===== config.mk =====
export PLATFORM = sky130hd
export DESIGN_NAME = core_sequencer_flat
export DESIGN_NICKNAME = d
export VERILOG_FILES = /design/src/rtl/core_sequencer_pkg.sv /design/src/rtl/core_sequencer_if.sv /design/src/rtl/core_sequencer_decode.sv /design/src/rtl/core_sequencer.sv /design/src/flat_wrapper.sv
export SDC_FILE = /design/constraint.sdc
export NUM_CORES = 1
export LEC_CHECK = 0
export BUFFER_PORTS_ARGS = -buffer_cell sky130_fd_sc_hd__buf_4
export CORE_MARGIN = 2
export CORE_UTILIZATION = 53
export DETAILED_ROUTE_END_ITERATION = 6
export PLACE_DENSITY = 0.85
export SYNTH_ARGS = -nofsm -noshare
export SYNTH_HDL_FRONTEND = slang
export SYNTH_HIERARCHICAL = 1
export SYNTH_SLANG_ARGS = --single-unit

===== constraint.sdc =====
create_clock -name clk -period 4.5 [get_ports clk]
set_clock_uncertainty 0.2 [all_clocks]
set_input_delay 0.225 -clock clk [delete_from_list [all_inputs] [get_ports clk]]
set_output_delay 0.225 -clock clk [all_outputs]
set_load 0.01 [all_outputs]

===== src/rtl/core_sequencer_pkg.sv =====
// Shared encodings for the mincore multicycle sequencer: ALU selectors/modes,
// RV32I opcodes, PC source and writeback selects, and the instruction classes.
package core_sequencer_pkg;
    localparam int ALU_INPUT_SEL_W = 4;

    localparam logic [ALU_INPUT_SEL_W-1:0] ALU_INPUT_SEL_ZERO  = 4'd0;
    localparam logic [ALU_INPUT_SEL_W-1:0] ALU_INPUT_SEL_REG   = 4'd1;
    localparam logic [ALU_INPUT_SEL_W-1:0] ALU_INPUT_SEL_PC    = 4'd2;
    localparam logic [ALU_INPUT_SEL_W-1:0] ALU_INPUT_SEL_IMM_I = 4'd3;
    localparam logic [ALU_INPUT_SEL_W-1:0] ALU_INPUT_SEL_IMM_U = 4'd4;
    localparam logic [ALU_INPUT_SEL_W-1:0] ALU_INPUT_SEL_IMM_S = 4'd5;
    localparam logic [ALU_INPUT_SEL_W-1:0] ALU_INPUT_SEL_IMM_B = 4'd6;
    localparam logic [ALU_INPUT_SEL_W-1:0] ALU_INPUT_SEL_IMM_J = 4'd7;
    localparam logic [ALU_INPUT_SEL_W-1:0] ALU_INPUT_SEL_FOUR  = 4'd8;

    localparam logic [1:0] ALU_MODE_ADD    = 2'd0;
    localparam logic [1:0] ALU_MODE_FUNCT  = 2'd1;
    localparam logic [1:0] ALU_MODE_BRANCH = 2'd2;

    localparam logic [6:0] OPCODE_LUI    = 7'b0110111;
    localparam logic [6:0] OPCODE_AUIPC  = 7'b0010111;
    localparam logic [6:0] OPCODE_JAL    = 7'b1101111;
    localparam logic [6:0] OPCODE_JALR   = 7'b1100111;
    localparam logic [6:0] OPCODE_BRANCH = 7'b1100011;
    localparam logic [6:0] OPCODE_LOAD   = 7'b0000011;
    localparam logic [6:0] OPCODE_STORE  = 7'b0100011;
    localparam logic [6:0] OPCODE_OP_IMM = 7'b0010011;
    localparam logic [6:0] OPCODE_OP     = 7'b0110011;
    localparam logic [6:0] OPCODE_SYSTEM = 7'b1110011;

    localparam logic [1:0] PC_SRC_ALU    = 2'd0;
    localparam logic [1:0] PC_SRC_TARGET = 2'd1;
    localparam logic [1:0] PC_SRC_JALR   = 2'd2;

    localparam logic [1:0] WB_SEL_ALU_OUT = 2'd0;
    localparam logic [1:0] WB_SEL_ALU     = 2'd1;
    localparam logic [1:0] WB_SEL_MDR     = 2'd2;

    typedef enum logic [3:0] {
        CLS_OP, CLS_OP_IMM, CLS_LUI, CLS_AUIPC, CLS_LOAD, CLS_STORE,
        CLS_BRANCH, CLS_JAL, CLS_JALR, CLS_SYSTEM, CLS_ILLEGAL
    } insn_cls_t;
endpackage


===== src/rtl/core_sequencer_if.sv =====
// Control bundle between the sequencer (master) and the datapath/memory side (slave).
interface core_sequencer_if;
    import core_sequencer_pkg::*;

    logic [6:0]                 opcode;
    logic                       branch_cond;
    logic                       mem_ready;
    logic                       mem_req;
    logic                       mem_we;
    logic                       addr_sel;
    logic [ALU_INPUT_SEL_W-1:0] alu_a_sel;
    logic [ALU_INPUT_SEL_W-1:0] alu_b_sel;
    logic [1:0]                 alu_mode;
    logic                       ir_we;
    logic                       pc_we;
    logic [1:0]                 pc_src;
    logic                       alu_out_we;
    logic                       mdr_we;
    logic                       rf_we;
    logic [1:0]                 wb_sel;
    logic                       halted;
    logic                       illegal;

    modport master (
        input  opcode, branch_cond, mem_ready,
        output mem_req, mem_we, addr_sel, alu_a_sel, alu_b_sel, alu_mode,
               ir_we, pc_we, pc_src, alu_out_we, mdr_we, rf_we, wb_sel,
               halted, illegal
    );

    modport slave (
        output opcode, branch_cond, mem_ready,
        input  mem_req, mem_we, addr_sel, alu_a_sel, alu_b_sel, alu_mode,
               ir_we, pc_we, pc_src, alu_out_we, mdr_we, rf_we, wb_sel,
               halted, illegal
    );
endinterface


===== src/rtl/core_sequencer_decode.sv =====
// Opcode to instruction class; anything outside the RV32I base set is illegal.
module core_sequencer_decode
    import core_sequencer_pkg::*;
(
    input  logic [6:0] i_opcode,
    output insn_cls_t  o_cls,
    output logic       o_illegal
);
    always_comb begin
        o_cls = CLS_ILLEGAL;
        case (i_opcode)
            OPCODE_OP:     o_cls = CLS_OP;
            OPCODE_OP_IMM: o_cls = CLS_OP_IMM;
            OPCODE_LUI:    o_cls = CLS_LUI;
            OPCODE_AUIPC:  o_cls = CLS_AUIPC;
            OPCODE_LOAD:   o_cls = CLS_LOAD;
            OPCODE_STORE:  o_cls = CLS_STORE;
            OPCODE_BRANCH: o_cls = CLS_BRANCH;
            OPCODE_JAL:    o_cls = CLS_JAL;
            OPCODE_JALR:   o_cls = CLS_JALR;
            OPCODE_SYSTEM: o_cls = CLS_SYSTEM;
            default:       o_cls = CLS_ILLEGAL;
        endcase
        o_illegal = (o_cls == CLS_ILLEGAL);
    end
endmodule


===== src/rtl/core_sequencer.sv =====
// Multicycle FETCH/DECODE/EXECUTE/MEM/WB control FSM for mincore; outputs are a
// combinational decode of the state register and the current opcode.
module core_sequencer
    import core_sequencer_pkg::*;
(
    input  logic              clk,
    input  logic              rst,
    core_sequencer_if.master  bus
);
    typedef enum logic [2:0] {
        ST_FETCH, ST_DECODE, ST_EXECUTE, ST_MEM, ST_WB, ST_HALT
    } state_t;

    state_t    r_state, w_next;
    logic      r_illegal, w_set_illegal;
    insn_cls_t w_cls;
    logic      w_cls_illegal;

    core_sequencer_decode u_decode (
        .i_opcode  (bus.opcode),
        .o_cls     (w_cls),
        .o_illegal (w_cls_illegal)
    );

    always_ff @(posedge clk or posedge rst) begin
        if (rst) begin
            r_state   <= ST_FETCH;
            r_illegal <= 1'b0;
        end else begin
            r_state <= w_next;
            if (w_set_illegal) r_illegal <= 1'b1;
        end
    end

    always_comb begin
        w_next         = r_state;
        w_set_illegal  = 1'b0;
        bus.mem_req    = 1'b0;
        bus.mem_we     = 1'b0;
        bus.addr_sel   = 1'b0;
        bus.alu_a_sel  = ALU_INPUT_SEL_ZERO;
        bus.alu_b_sel  = ALU_INPUT_SEL_ZERO;
        bus.alu_mode   = ALU_MODE_ADD;
        bus.ir_we      = 1'b0;
        bus.pc_we      = 1'b0;
        bus.pc_src     = PC_SRC_ALU;
        bus.alu_out_we = 1'b0;
        bus.mdr_we     = 1'b0;
        bus.rf_we      = 1'b0;
        bus.wb_sel     = WB_SEL_ALU_OUT;
        bus.halted     = 1'b0;
        bus.illegal    = r_illegal & ~rst;
        // Reset overrides the state decode so an in-flight request drops immediately.
        if (!rst) begin
            case (r_state)
                ST_FETCH: begin
                    bus.mem_req   = 1'b1;
                    bus.alu_a_sel = ALU_INPUT_SEL_PC;
                    bus.alu_b_sel = ALU_INPUT_SEL_FOUR;
                    if (bus.mem_ready) begin
                        bus.ir_we = 1'b1;
                        bus.pc_we = 1'b1;
                        w_next    = ST_DECODE;
                    end
                end
                ST_DECODE: begin
                    w_next = ST_EXECUTE;
                    case (w_cls)
                        CLS_BRANCH: begin
                            bus.alu_a_sel  = ALU_INPUT_SEL_PC;
                            bus.alu_b_sel  = ALU_INPUT_SEL_IMM_B;
                            bus.alu_out_we = 1'b1;
                        end
                        CLS_JAL: begin
                            bus.alu_a_sel  = ALU_INPUT_SEL_PC;
                            bus.alu_b_sel  = ALU_INPUT_SEL_IMM_J;
                            bus.alu_out_we = 1'b1;
                        end
                        CLS_SYSTEM: w_next = ST_HALT;
                        default: begin
                            if (w_cls_illegal) begin
                                w_next        = ST_HALT;
                                w_set_illegal = 1'b1;
                            end
                        end
                    endcase
                end
                ST_EXECUTE: begin
                    w_next = ST_WB;
                    case (w_cls)
                        CLS_OP: begin
                            bus.alu_a_sel  = ALU_INPUT_SEL_REG;
                            bus.alu_b_sel  = ALU_INPUT_SEL_REG;
                            bus.alu_mode   = ALU_MODE_FUNCT;
                            bus.alu_out_we = 1'b1;
                        end
                        CLS_OP_IMM: begin
                            bus.alu_a_sel  = ALU_INPUT_SEL_REG;
                            bus.alu_b_sel  = ALU_INPUT_SEL_IMM_I;
                            bus.alu_mode   = ALU_MODE_FUNCT;
                            bus.alu_out_we = 1'b1;
                        end
                        CLS_LUI: begin
                            bus.alu_b_sel  = ALU_INPUT_SEL_IMM_U;
                            bus.alu_out_we = 1'b1;
                        end
                        CLS_AUIPC: begin
                            bus.alu_a_sel  = ALU_INPUT_SEL_PC;
                            bus.alu_b_sel  = ALU_INPUT_SEL_IMM_U;
                            bus.alu_out_we = 1'b1;
                        end
                        CLS_LOAD, CLS_STORE: begin
                            bus.alu_a_sel  = ALU_INPUT_SEL_REG;
                            bus.alu_b_sel  = (w_cls == CLS_LOAD) ? ALU_INPUT_SEL_IMM_I
                                                                 : ALU_INPUT_SEL_IMM_S;
                            bus.alu_out_we = 1'b1;
                            w_next         = ST_MEM;
                        end
                        CLS_BRANCH: begin
                            bus.alu_a_sel = ALU_INPUT_SEL_REG;
                            bus.alu_b_sel = ALU_INPUT_SEL_REG;
                            bus.alu_mode  = ALU_MODE_BRANCH;
                            bus.pc_we     = bus.branch_cond;
                            bus.pc_src    = PC_SRC_TARGET;
                            w_next        = ST_FETCH;
                        end
                        CLS_JAL: begin
                            bus.pc_we  = 1'b1;
                            bus.pc_src = PC_SRC_TARGET;
                        end
                        CLS_JALR: begin
                            bus.alu_a_sel = ALU_INPUT_SEL_REG;
                            bus.alu_b_sel = ALU_INPUT_SEL_IMM_I;
                            bus.pc_we     = 1'b1;
                            bus.pc_src    = PC_SRC_JALR;
                        end
                        default: w_next = ST_FETCH;
                    endcase
                end
                ST_MEM: begin
                    bus.mem_req  = 1'b1;
                    bus.addr_sel = 1'b1;
                    bus.mem_we   = (w_cls == CLS_STORE);
                    if (bus.mem_ready) begin
                        if (w_cls == CLS_LOAD) begin
                            bus.mdr_we = 1'b1;
                            w_next     = ST_WB;
                        end else begin
                            w_next = ST_FETCH;
                        end
                    end
                end
                ST_WB: begin
                    bus.rf_we = 1'b1;
                    w_next    = ST_FETCH;
                    case (w_cls)
                        CLS_LOAD: bus.wb_sel = WB_SEL_MDR;
                        CLS_JAL, CLS_JALR: begin
                            bus.alu_a_sel = ALU_INPUT_SEL_PC;
                            bus.alu_b_sel = ALU_INPUT_SEL_FOUR;
                            bus.wb_sel    = WB_SEL_ALU;
                        end
                        default: bus.wb_sel = WB_SEL_ALU_OUT;
                    endcase
                end
                ST_HALT: bus.halted = 1'b1;
                default: w_next = ST_FETCH;
            endcase
        end
    end
endmodule


===== src/flat_wrapper.sv =====
// flat-port wrapper written by rule: the top's interface ports become plain ports
module core_sequencer_flat import core_sequencer_pkg::*;
  (clk, rst, bus_opcode, bus_branch_cond, bus_mem_ready, bus_mem_req, bus_mem_we, bus_addr_sel, bus_alu_a_sel, bus_alu_b_sel, bus_alu_mode, bus_ir_we, bus_pc_we, bus_pc_src, bus_alu_out_we, bus_mdr_we, bus_rf_we, bus_wb_sel, bus_halted, bus_illegal);
  core_sequencer_if bus_i ();
  input  logic clk;
  input  logic rst;
  input wire logic [$bits(bus_i.opcode)-1:0] bus_opcode;
  input wire logic [$bits(bus_i.branch_cond)-1:0] bus_branch_cond;
  input wire logic [$bits(bus_i.mem_ready)-1:0] bus_mem_ready;
  output wire logic [$bits(bus_i.mem_req)-1:0] bus_mem_req;
  output wire logic [$bits(bus_i.mem_we)-1:0] bus_mem_we;
  output wire logic [$bits(bus_i.addr_sel)-1:0] bus_addr_sel;
  output wire logic [$bits(bus_i.alu_a_sel)-1:0] bus_alu_a_sel;
  output wire logic [$bits(bus_i.alu_b_sel)-1:0] bus_alu_b_sel;
  output wire logic [$bits(bus_i.alu_mode)-1:0] bus_alu_mode;
  output wire logic [$bits(bus_i.ir_we)-1:0] bus_ir_we;
  output wire logic [$bits(bus_i.pc_we)-1:0] bus_pc_we;
  output wire logic [$bits(bus_i.pc_src)-1:0] bus_pc_src;
  output wire logic [$bits(bus_i.alu_out_we)-1:0] bus_alu_out_we;
  output wire logic [$bits(bus_i.mdr_we)-1:0] bus_mdr_we;
  output wire logic [$bits(bus_i.rf_we)-1:0] bus_rf_we;
  output wire logic [$bits(bus_i.wb_sel)-1:0] bus_wb_sel;
  output wire logic [$bits(bus_i.halted)-1:0] bus_halted;
  output wire logic [$bits(bus_i.illegal)-1:0] bus_illegal;
  assign bus_i.opcode = bus_opcode;
  assign bus_i.branch_cond = bus_branch_cond;
  assign bus_i.mem_ready = bus_mem_ready;
  assign bus_mem_req = bus_i.mem_req;
  assign bus_mem_we = bus_i.mem_we;
  assign bus_addr_sel = bus_i.addr_sel;
  assign bus_alu_a_sel = bus_i.alu_a_sel;
  assign bus_alu_b_sel = bus_i.alu_b_sel;
  assign bus_alu_mode = bus_i.alu_mode;
  assign bus_ir_we = bus_i.ir_we;
  assign bus_pc_we = bus_i.pc_we;
  assign bus_pc_src = bus_i.pc_src;
  assign bus_alu_out_we = bus_i.alu_out_we;
  assign bus_mdr_we = bus_i.mdr_we;
  assign bus_rf_we = bus_i.rf_we;
  assign bus_wb_sel = bus_i.wb_sel;
  assign bus_halted = bus_i.halted;
  assign bus_illegal = bus_i.illegal;
  core_sequencer u_core (.clk(clk), .rst(rst), .bus(bus_i));
endmodule

# After elaboration in Yosys (flattened, before gate mapping)
# Index checks and enable logic that the tools add are counted.
# totals
wordCells,103
regBits,4
# op_classes
n_reduce_logical,15
n_eq_ne,27
bitwise,3
muxes,56
# ops
cell,n
$pmux 4 s4,3
$pmux 4 s10,1
$eq 7x7->1 const B,4
$mux 1,25
$eq 7x6->1 const B,3
$pmux 3 s2,3
$reduce_or 6->1,3
$eq 4x3->1 const B,4
$mux 2,8
$pmux 2 s2,4
$reduce_or 2->1,8
$mux 3,5
$pmux 3 s5,1
$eq 7x5->1 const B,2
$eq 4x4->1 const B,3
$mux 4,3
$eq 4x2->1 const B,2
$eq 7x2->1 const B,1
$eq 3x2->1 const B,2
$eq 3x3->1 const B,2
$pmux 1 s2,3
$eq 4x1->1 const B,1
$logic_not 4->1,1
$ne 2x2->1 const B,2
6 further kinds,7

# Depth between registers and ports, before layout
# depth
word_depth,7
depth_mapped,9

# Modules after synthesis
# Netlist, hierarchy kept.
# modules_own_cells
module,cells_each,seq_area_each_um2,instances,area_per_inst_um2
core_sequencer,108,100.1,1,734.5
core_sequencer_decode,32,0.0,1,230.2

# Least setup slack after synthesis
# No wires, ideal clock.
# synth_timing
kind,input-to-output
from,in bus_opcode[6]
to,out bus_alu_b_sel[3]
cell_stages,9
arrival_ns,1.953
n_path_buf,2
setup_slack_ns,2.122
required_time_ns,4.075
cell_sequence,buf_6 -> nor4b_4 -> a21oi_1 -> a211oi_2 -> clkbuf_1 -> nand2_1 -> o21a_1 -> a21oi_2 -> and2_1
# synth_between
elab_chain_len,7
word_cells_on_any_way,17
cone_classes,12 x eq/ne; 4 x mux; 1 x reduce/logical
# synth_lines
item,line,rtl
"start, declared",flat_wrapper.sv:7,input wire logic [$bits(bus_i.opcode)-1:0] bus_opcode;
$eq 7x7->1 (tied with other cells),core_sequencer_decode.sv:11,case (i_opcode)
$pmux 4 s10 (*),core_sequencer_decode.sv:11,
named net u_core.w_cls[0],core_sequencer.sv:16,insn_cls_t w_cls;
$eq 4x3->1 / $eq 4x4->1 (equally long branches),core_sequencer.sv:156,case (w_cls)
$reduce_or 2->1 (no line) (*),--,
$mux 4 (*),core_sequencer.sv:156,
$pmux 4 s4 (*),core_sequencer.sv:55,case (r_state)
$mux 4 (*),core_sequencer.sv:54,if (!rst) begin
"end, declared",flat_wrapper.sv:14,output wire logic [$bits(bus_i.alu_b_sel)-1:0] bus_alu_b_sel;
# Mark *: on every way through the listed nets, which the timed path passes. The rest lies on a longest branch.

# Worst setup path in the final report
# layout_timing
from,in bus_opcode[6]
to,out bus_alu_b_sel[2]
# layout_between
elab_chain_len,7
word_cells_on_any_way,29
cone_classes,18 x eq/ne; 6 x mux; 5 x reduce/logical
# layout_lines
item,line,rtl
$eq 7x7->1 (tied with other cells),core_sequencer_decode.sv:11,
$pmux 4 s10 (*),core_sequencer_decode.sv:11,
named net u_core.w_cls[0],core_sequencer.sv:16,
$eq 4x3->1 (tied with other cells),"core_sequencer.sv:90, core_sequencer.sv:114",
$mux 3 / $reduce_or 2->1 (equally long branches),--,
$pmux 4 s4,core_sequencer.sv:90,case (w_cls)
$pmux 4 s4 (*),core_sequencer.sv:55,
$mux 4 (*),core_sequencer.sv:54,
# Marked as above.

==> impl_metrics.py <==
metrics = {
    "critical_path": {
        "startpoint_class_of_the_critical_path": "primary input",
        "worst_ep_arrival_time_ns": 2.62,
        "crit_fanout": 15,
        "setup.worst_path.class": "in -> out",
        "worst_setup_path_end_kind": "primary output",
        "critical_path_required_ns": 4.07,
    },
    "sta": {
        "fmax_ghz": 0.328,
        "rsz0062_at_grt": "false",
        "final_count_of_hold_timing_violations": 0,
        "max_slew.worst_pin.slew_ns": 0.891,
        "worst_slew_margin_rel": 0.405,
        "setup-tns-final_ns": 0,
        "min_period_over_period": 0.677,
        "min_period_ns": 3.05,
        "final_max_slew_viol_count": 0,
        "setup_viol_count_final": 0,
    },
    "pwr": {
        "pwr-share-comb": 0.473,
        "leakagePower_nw": 0.495,
        "power.share.switching": 0.443,
        "power_frac_clock": 0.212,
        "worst_ir_drop_vdd_mv": 0.166,
        "power.share.sequential": 0.316,
        "design_power_total_mw": 0.202,
        "cellInternalPower_mw": 0.113,
        "power.density_mw_per_mm2": 169,
        "switching_power_mw": 0.0898,
    },
    "die": {
        "chipHeight_um": 46.7,
        "fp.coreArea_mm2": 0.00173,
        "rows": 15,
        "design.portCount": 35,
        "start_util": 0.559,
        "width_of_the_chip_um": 46.7,
        "die_area_mm2": 0.00218,
    },
    "global_routing": {
        "grt_first_pass_wirelength_um": 4180,
        "global_route.overflow_total": 0,
        "busiest_layer": "met1",
        "grtUsageMet1": 0.396,
        "grtUsageTotal": 0.264,
        "grt.met3_usage": 0.0235,
        "initial_antenna_violation_count": 0,
        "grt_start_max_net_pins": 21,
        "globalRouteMet2Util": 0.394,
        "grt_pass1_vias": 905,
    },
    "synthesis": {
        "ys_ff_latch": 4,
        "post_synth_xor_area_fraction": 0.00908,
        "synth.area.mux_share": 0.0311,
        "synth_compound_gate_area_share": 0.298,
        "ys_warnings": 6,
        "synth_simple_gate_area_frac": 0.427,
        "synthFlopType": "sky130_fd_sc_hd__dfrtp_1",
        "synth_sequential_area_ratio": 0.104,
        "synth_fa_ha_area_frac": 0,
        "synth_cell_types": 49,
        "synthesis.area_per_instance_um2": 6.89,
        "syn-cell-area_um2": 965,
        "number_of_flops_mapped_to_enable_cells_by_yosys": 0,
        "ys_async_rst_share": 1.00,
        "synth_top_family_by_area": "simple AND/OR/NAND/NOR gates",
        "syn_inst": 140,
    },
    "routing": {
        "wl_um": 2550,
        "remaining_drc_errors": 0,
        "detailroute.via_count": 1150,
        "vias_per_cell": 6.05,
        "routedWlPerCell_um": 13.4,
        "drt_first_iter_violations": 71,
        "drt_first_pass_iters": 4,
        "postRouteAntennaNets": 0,
    },
    "final_layout": {
        "fill_cells": 145,
        "final-seq-area_um2": 100,
        "layout.cells.most_common_list": "sky130_fd_sc_hd__buf_4 (35), sky130_fd_sc_hd__nor2_1 (15), sky130_fd_sc_hd__nor3_1 (10)",
        "insertedDiodeCount": 0,
        "layoutNonFillerInstCount": 190,
        "fin_nets": 178,
        "final_common_cell": "sky130_fd_sc_hd__buf_4",
        "multi_input_comb_area_um2": 751,
        "layout-drive-gt1-share": 0.267,
        "synthToLayoutAreaGrowth_pct": 24.0,
    },
    "run": {
        "drv.max_cap_violation_count": 0,
    },
    "clock_network": {
        "cts_max_level": 1,
        "cts_root_buf": "sky130_fd_sc_hd__clkbuf_4",
        "clk_buf_depth": 2,
        "cts_made_buffers": 3,
        "cts_tree": "yes",
        "clk_transition_reported_paths_ns": 0.04,
        "clkSinkCount": 4,
        "clock_insertion_delay_worst_skew_ns": 0.23,
    },
    "placement": {
        "numPortBuffers": 32,
        "placed_cells": 186,
        "detailedPlacementHpwl_um": 1910,
        "routabilityCongestion": 0.862,
    },
    "outcome": {
        "status": "complete, no violations",
    },
    "min_path": {
        "hold_class": "in -> reg",
    },
}
worst max-delay path, stage by stage:
cell                       delay, ns
sky130_fd_sc_hd__buf_4          0.15
sky130_fd_sc_hd__nor4b_4        0.29
sky130_fd_sc_hd__a21oi_1        0.08
sky130_fd_sc_hd__a211oi_2       0.77
sky130_fd_sc_hd__nor2b_1        0.27
sky130_fd_sc_hd__mux2i_1        0.10
sky130_fd_sc_hd__or4_1          0.43
sky130_fd_sc_hd__a21oi_1        0.16
sky130_fd_sc_hd__buf_4          0.14
sequential cells by signal, indices dropped and copies added, names as in the netlist:
signal,flops
u_core/r_illegal,1
u_core/r_state,3
cells by family after synthesis:
kind of cell | after synthesis
AOI/OAI and AO/OA | 42
xor gates and xnor gates | 1
buffers and inverters | 20
DFF | 4
muxes | 3
other | 1
and+or+nand+nor | 69
worst paths after layout:
path,startpoint,end,slack (ns),cells past startpoint
min in group asynchronous,rst,u_core/r_state[1],0.30,3
worst max register to register,u_core/r_state[1],u_core/r_state[1],2.68,3
worst max-delay path,bus_opcode[6],bus_alu_b_sel[2],1.45,9
worst min register to register,u_core/r_illegal,u_core/r_illegal,0.27,1
max in group asynchronous,rst,u_core/r_illegal,3.63,3
worst min-delay path,bus_mem_ready,u_core/r_state[0],0.20,3
synthesized netlist by cell type (2+ instances only):
cell type,n,share of area
sky130_fd_sc_hd__o211ai_1,4,0.031
sky130_fd_sc_hd__o22ai_1,2,0.013
sky130_fd_sc_hd__nor3_1,10,0.052
sky130_fd_sc_hd__nand2_1,6,0.023
sky130_fd_sc_hd__o21ai_0,7,0.036
sky130_fd_sc_hd__inv_1,5,0.019
sky130_fd_sc_hd__buf_4,2,0.016
sky130_fd_sc_hd__buf_2,2,0.010
sky130_fd_sc_hd__and2b_1,2,0.016
sky130_fd_sc_hd__and3_1,2,0.013
sky130_fd_sc_hd__a21oi_1,9,0.047
sky130_fd_sc_hd__nor4_1,5,0.032
sky130_fd_sc_hd__a31oi_1,4,0.026
sky130_fd_sc_hd__o21a_1,2,0.016
sky130_fd_sc_hd__dfrtp_1,4,0.10
sky130_fd_sc_hd__mux2i_1,3,0.031
sky130_fd_sc_hd__nand2b_1,7,0.045
sky130_fd_sc_hd__nand4_1,2,0.013
sky130_fd_sc_hd__a22oi_1,2,0.016
sky130_fd_sc_hd__nor2b_1,6,0.039
sky130_fd_sc_hd__clkbuf_1,5,0.019
sky130_fd_sc_hd__nor2_1,15,0.058
sky130_fd_sc_hd__and2_1,2,0.013
sky130_fd_sc_hd__nand3_1,2,0.010
sky130_fd_sc_hd__buf_6,5,0.058
sky130_fd_sc_hd__nor3b_1,2,0.016
routing by layer:
layer	part of all wire	routed length, um
met4	0	0
met2	0.48	1230
met1	0.45	1140
met3	0.072	184
met5	0	0
cell type report:
cell class              count  share of cell area
multi-input cells         117               0.628
repair buffers             36               0.228
flip-flops and latches      4              0.0837
well taps                  25              0.0262
clock buffers               3              0.0188
inverters                   5              0.0157
timing repair:
item,CTS,global route
hold buffers,1,0
setup buffers,0,0
endpoints found under the hold margin,4,0
gates resized for setup,0,0
power by group through the flow:
| stage | Clock, mW | Sequential, mW | Combinational [mW] |
|---|---|---|---|
| 2_1_floorplan | 0 | 0.0474 | 0.0823 |
| 3_3_place_gp | 0 | 0.0630 | 0.0911 |
| 3_5_place_dp | 0 | 0.0635 | 0.0933 |
| 4_1_cts | 0.0459 | 0.0630 | 0.0944 |
| 5_1_grt | 0.0463 | 0.0655 | 0.106 |
| 6_report | 0.0428 | 0.0639 | 0.0957 |
stage by stage:
| step | util | cell area (um^2) | hold WS (ns) | worst slack (ns) |
|---|---|---|---|---|
| final | 0.693 | 1200 | 0.201 | 1.45 |
| after global routing | 0.693 | 1200 | 0.236 | 1.28 |
| after CTS | 0.693 | 1200 | 0.192 | 1.50 |
| after detailed placement | 0.674 | 1160 | -0.00535 | 1.52 |
| after global placement | 0.674 | 1160 | -0.00789 | 1.67 |
| after floorplan | - | 968 | 0.000308 | 2.12 |
Power figures use the tool's default switching activity.
